### src/rtl/summation_control.sv
// Control FSM for the summation datapath: sequences set/rac at the start of a run, then
// cac/dec per accepted term, and reports done, an overflow error or a timeout error.
module summation_control #(
  parameter int unsigned WAIT_LIMIT = 16,
  parameter int unsigned TW         = 5
) (
  input  logic       clk,
  input  logic       rst_n,
  input  logic       start,
  input  logic       abort,
  input  logic       value_valid,
  input  logic       nill,
  input  logic       overflow,
  output logic       value_ready,
  output logic       set,
  output logic       rac,
  output logic       dec,
  output logic       cac,
  output logic       busy,
  output logic       done,
  output logic       error,
  output logic [1:0] err_code,
  output logic [7:0] term_count
);

  typedef enum logic [2:0] {StIdle, StInit, StWait, StDone, StError} state_e;

  localparam logic [1:0]    ErrNone     = 2'b00;
  localparam logic [1:0]    ErrOverflow = 2'b01;
  localparam logic [1:0]    ErrTimeout  = 2'b10;
  localparam logic [TW-1:0] WaitLast    = TW'(WAIT_LIMIT - 1);

  state_e        state_q, state_d;
  logic [TW-1:0] wait_cnt_q, wait_cnt_d;
  logic [7:0]    term_cnt_q, term_cnt_d;
  logic [1:0]    err_q, err_d;
  logic          transfer;
  logic          timeout_hit;

  assign value_ready = (state_q == StWait) && !nill;
  assign transfer    = value_valid && value_ready;
  assign timeout_hit = (WAIT_LIMIT != 0) && (wait_cnt_q == WaitLast);
  assign busy        = (state_q == StInit) || (state_q == StWait);
  assign error       = (state_q == StError);
  assign err_code    = err_q;
  assign term_count  = term_cnt_q;

  always_comb begin
    state_d    = state_q;
    wait_cnt_d = wait_cnt_q;
    term_cnt_d = term_cnt_q;
    err_d      = err_q;
    set        = 1'b0;
    rac        = 1'b0;
    dec        = 1'b0;
    cac        = 1'b0;
    done       = 1'b0;

    case (state_q)
      StIdle: begin
        if (start) state_d = StInit;
      end
      StInit: begin
        set        = 1'b1;
        rac        = 1'b1;
        term_cnt_d = '0;
        err_d      = ErrNone;
        wait_cnt_d = '0;
        state_d    = StWait;
      end
      StWait: begin
        if (nill) begin
          state_d = StDone;
        end else if (transfer) begin
          if (overflow) begin
            // Blocking cac leaves the last good sum in the accumulator.
            err_d   = ErrOverflow;
            state_d = StError;
          end else begin
            cac        = 1'b1;
            dec        = 1'b1;
            wait_cnt_d = '0;
            if (term_cnt_q != 8'hff) term_cnt_d = term_cnt_q + 8'd1;
          end
        end else if (timeout_hit) begin
          err_d   = ErrTimeout;
          state_d = StError;
        end else begin
          wait_cnt_d = wait_cnt_q + TW'(1);
        end
      end
      StDone: begin
        done    = 1'b1;
        state_d = start ? StInit : StIdle;
      end
      StError: begin
        if (start) state_d = StInit;
      end
      default: state_d = StIdle;
    endcase

    // Abort wins over everything: no strobes this cycle and no bookkeeping updates.
    if (abort) begin
      state_d    = StIdle;
      wait_cnt_d = wait_cnt_q;
      term_cnt_d = term_cnt_q;
      err_d      = err_q;
      set        = 1'b0;
      rac        = 1'b0;
      dec        = 1'b0;
      cac        = 1'b0;
      done       = 1'b0;
    end
  end

  always_ff @(posedge clk or negedge rst_n) begin
    if (!rst_n) begin
      state_q    <= StIdle;
      wait_cnt_q <= '0;
      term_cnt_q <= '0;
      err_q      <= ErrNone;
    end else begin
      state_q    <= state_d;
      wait_cnt_q <= wait_cnt_d;
      term_cnt_q <= term_cnt_d;
      err_q      <= err_d;
    end
  end

endmodule

### config.mk
export PLATFORM = sky130hd
export DESIGN_NAME = summation_control
export DESIGN_NICKNAME = d
export VERILOG_FILES = /design/src/rtl/summation_control.sv
export SDC_FILE = /design/constraint.sdc
export NUM_CORES = 1
export LEC_CHECK = 0
export ABC_AREA = 1
export CORE_MARGIN = 8
export CORE_UTILIZATION = 50
export CTS_CLUSTER_SIZE = 14
export DETAILED_ROUTE_END_ITERATION = 12
export PLACE_DENSITY = 0.77
export SLEW_MARGIN = 25
export SYNTH_ARGS = -nofsm -noshare
export SYNTH_HDL_FRONTEND = slang
export SYNTH_SLANG_ARGS = --single-unit
### constraint.sdc
create_clock -name clk -period 1.75 [get_ports clk]
set_input_delay 0.35 -clock clk [delete_from_list [all_inputs] [get_ports clk]]
set_output_delay 0.35 -clock clk [all_outputs]
set_load 0.1 [all_outputs]
== Word level (Yosys, flattened, before mapping) ==
Index checks and enable logic that the tools add are counted.

* Flip-flop bits (word level): 18
* Bits of input ports: 7
* Output and inout port bits: 18
* Word-level logic and storage cells: 67

* Equal/unequal tests: 17
* $add $sub $neg: 2
* Reductions and logical operators: 11
* Mux-type cells: 32
* Bitwise gates (word level): 1

{| class="wikitable"
|+ Operators by type and width
! cell !! number
|-
| 2-to-1 mux 8 bit || 4
|-
| 2-to-1 mux 5 bit || 4
|-
| 2-to-1 mux 3 bit || 6
|-
| one-hot mux 8 bit (2 select lines) || 1
|-
| != test 3 bit, second input constant || 4
|-
| one-hot mux 3 bit (4 select lines) || 1
|-
| 2-to-1 mux 1 bit || 10
|-
| != test 5 bit, second input constant || 2
|-
| one-hot mux 5 bit (2 select lines) || 1
|-
| AND reduction 5 bit || 2
|-
| adder 8 x 1 -> 8 bit, second input constant || 1
|-
| 2-to-1 mux 2 bit || 4
|-
| != test 8 bit, second input constant || 1
|-
| == test 3 x 2 -> 1 bit, second input constant || 2
|-
| != test 2 bit, second input constant || 3
|-
| AND reduction 6 bit || 1
|-
| adder 5 x 1 -> 5 bit, second input constant || 1
|-
| == test 5 x 4 -> 1 bit, second input constant || 1
|-
| one-hot mux 2 bit (2 select lines) || 1
|-
| == test 3 x 1 -> 1 bit, second input constant || 1
|-
| == test 3 bit, second input constant || 1
|-
| zero test 3 bit || 1
|-
| != test 3 x 1 -> 1 bit, second input constant || 1
|-
| AND reduction 3 bit || 1
|-
| 7 further kinds || 8
|}

== Depth between registers and ports, before layout ==
* Depth in word-level cells: 7
* Depth in mapped cells: 9
* Depth with buffers taken out: 9

== Worst setup path before layout ==
Ideal clock, no wire load.

* Path type: register to output
* From: reg state_q[2]
* To: out done
* Path buffers: 0
* Required time: 1.400 ns
* Data arrival time: 2.632 ns
* Stages on the path, launching flop included: 4
* Setup slack: -1.232 ns
* Cell sequence: dfrtp_1 -> inv_2 -> nand2_1 -> nor3_1

* Cells in the longest elaborated chain, start to end: 3

{| class="wikitable"
|+ Ends and longest elaborated chain
! item !! RTL line !! source
|-
| from (decl) || 33 || <nowiki>state_e state_q, state_d;</nowiki>
|-
| from (signal assigned) || 118 || <nowiki>state_q <= StIdle;</nowiki>
|-
| from (signal assigned) || 123 || <nowiki>state_q <= state_d;</nowiki>
|-
| == test 3 x 2 -> 1 bit || 59 || <nowiki>case (state_q)</nowiki>
|-
| 2-to-1 mux 1 bit || 59 ||
|-
| 2-to-1 mux 1 bit || 103 || <nowiki>if (abort) begin</nowiki>
|-
| to (decl) || 20 || <nowiki>output logic done,</nowiki>
|}

No other way between the ends.

== Worst setup path in the final report ==
* From: reg state_q[0]
* To: out error

* Cells in the longest elaborated chain, start to end: 1

{| class="wikitable"
|+ Ends and longest elaborated chain
! item !! RTL line !! source
|-
| == test 3 bit || 44 || <nowiki>assign error = (state_q == StError);</nowiki>
|-
| to (decl) || 21 || <nowiki>output logic error,</nowiki>
|}

No other way between the ends.

==> impl_metrics.ini <==
[run_status]
status = finished with violations
violations = setup timing

[placement]
gp_congestion = 0.8857
dp.final_hpwl_mm = 2.776
port-buffer-count = 24
place_ws_ns = -0.02902

[layout]
nNetsFinal = 239
fillCellCount = 166
drive_gt1_share_pct = 34.21
final_cell_mix = nand2_1, nor2_1, buf_4, buf_12, nand3_1
final_util_pct = 80.93
area_growth_pct = 51.83
antenna_cells = 0
seqCellArea_um2 = 459.2
final_common_cell = nand2_1
multi_input_area_um2 = 822.0

[logic_synthesis]
synthCells = 181
netlist_area_mm2 = 0.001333
seq_area_frac_synth_pct = 33.80
synth_xor_area_share_pct = 1.315
syn-num-nets = 191
yosys_register_bits = 18
syn_avg_cell_area_um2 = 7.362
ys_warn_count = 0
synth_compound_area_share_pct = 4.977
synth_top_area_share_pct = 33.80
synthTopCellsByArea = dfrtp_1, nand2_1, nor2_1
synth_area_leader_cell = dfrtp_1
synth_simple_gate_area_share_pct = 49.67
synthMuxAreaShare_pct = 0
yosysUniqueCellTypes = 27
synth_fa_ha_area_share_pct = 2.817
synth_top_family_by_area = simple AND/OR/NAND/NOR gates

[die]
die_h_um = 67.63
core_region_area_mm2 = 0.002500
row_count = 18
initial_core_util_pct = 53.30
dieArea_mm2 = 0.004573
die_width_um = 67.63
io_pins = 25

[pwr]
powerDensity_mw_per_mm2 = 932.1
p_total_w = 0.001886
cellLeakagePower_nw = 0.9301
peakVddDrop_mv = 1.102

[critical_path]
startpoint_type = flop
critPathKind = flop to primary output
critPathMaxFanout = 4
worstPathRequired_ns = 1.40
crit_chain = buf_4 -> nor2_1 -> inv_1 -> nor2_2 -> buf_12
worstPathArrival_ns = 1.47
cpMaxStageDelayCell = dfrtp_2
end_kind = primary output
r2r_slack_ns = 0.09
max_stage_delay_ns = 0.44

[clock_network]
h-tree-depth = 1
clk_pin_slew_ns = 0.11
clock_sinks = 18
cts_root_buffer = clkbuf_4
cts_tree = built
numCtsBuffers = 3
insertion_delay_ns = 0.30
clock_tree.buffer_depth = 2

[global_routing]
grt_use_total_pct = 17.44
antenna_found_initial = 0
grt_pass1_vias = 1377
grt_overflow = 0
grt_start_max_net_pins = 19
grt_pass1_wl_mm = 6.237

[route]
drtIter0Drc = 61
drt_pass1_iterations = 4
wl_met2_mm = 1.974
avgViaCountPerCell = 5.407
met1_length_mm = 1.479
wire_per_inst_um = 14.27
met3_length_um = 163
vias = 1395
wl_mm = 3.682
dr.max_layer_used = met4
drcViolationCount = 0
ant_nets = 0

[timing]
rsz0062_at_grt = true
tns_ns = -0.2488
hold_viol = 0
fmax_mhz = 548.7
fin_crit_ns = 1.823
whs_ns = 0.3738
fin_skew_ns = 0.0004029
final-setup-viol-count = 5
final_max_slew_viol_count = 0
worstMarginPinSlew_ns = 0.2479
maxSlewHeadroom_pct = 83.43
setup_ws_ns = -0.07253
finalCritPeriodShare_pct = 104.1

[job]
drv_cap = 0

[min_path]
hp-class = input pin to asynchronous set/reset pin
[synthesized netlist by cell type (all sizes together)]
cell    number
nand2       60
nor2        28
nand3       25
inv         21
dfrtp       18
nand4       10
a21oi        5
ha           3
buf          2
o211ai       2
o21ai        2
and2         1
nor3         1
nor3b        1
xnor2        1
xor2         1
[final cells by class]
cell class	count	share of cell area (%)
Multi-Input combinational cell	140	40.63
Tap cell	30	1.855
Clock buffer	4	1.793
Sequential cell	18	22.70
Inverter	21	4.453
Timing Repair Buffer	45	28.57
[through the flow]
step	area [µm²]	cells
final	2023	258
after global routing	2023	258
after CTS	2004	257
after detailed placement	1916	247
after global placement	1916	247
after floorplan	1393	181
[logic make-up after synthesis]
logic type	Yosys count
xor+xnor	2
fa+ha+maj	3
compound gates	9
buf+inv	23
flops	18
simple gates	126
[report_power, final]
group	leakage [nW]	internal [W]	switching, W
combinational	0.672	0.000372	0.000707
sequential	0.237	0.000464	0.0000760
clock	0.0210	0.000127	0.000139
[metal layers]
metal	up-vias	GRT usage (%)
met5	-	0
met2	49	31.72
met4	0	5.744
li1	683	-
met1	657	20.62
met3	6	1.987
[state kept, by name, indices dropped and copies added (netlist names)]
| signal | count |
|---|---|
| state_q | 3 |
| wait_cnt_q | 5 |
| term_count | 8 |
| err_code | 2 |
[path summary, 6_finish.rpt]
check | startpoint | to | depth (start not counted)
worst max-delay path | state_q[0] | error | 5
worst min-delay path | rst_n | state_q[1] | 2
worst max register to register | state_q[2] | wait_cnt_q[4] | 9
worst min register to register | wait_cnt_q[4] | wait_cnt_q[4] | 2
max in group asynchronous | rst_n | term_count[3] | 2
min in group clk | wait_cnt_q[4] | wait_cnt_q[4] | 2
[worst max-delay path, delay by kind of cell, from the launching register on]
family	cells	cell delay, ns
flip-flops	1	0.44
buffers and inverters	3	0.45
AND/OR/NAND/NOR	2	0.27
[repair_timing]
action | 4_1_cts | 5_1_grt
hold buffers | 0 | 0
buffers inserted | 6 | 1
cloned | 0 | 0
endpoints found under the setup margin | 7 | 14
resized for setup | 1 | 2
pin swaps | 3 | 2
No activity file was read; power rests on OpenSTA's default activity.
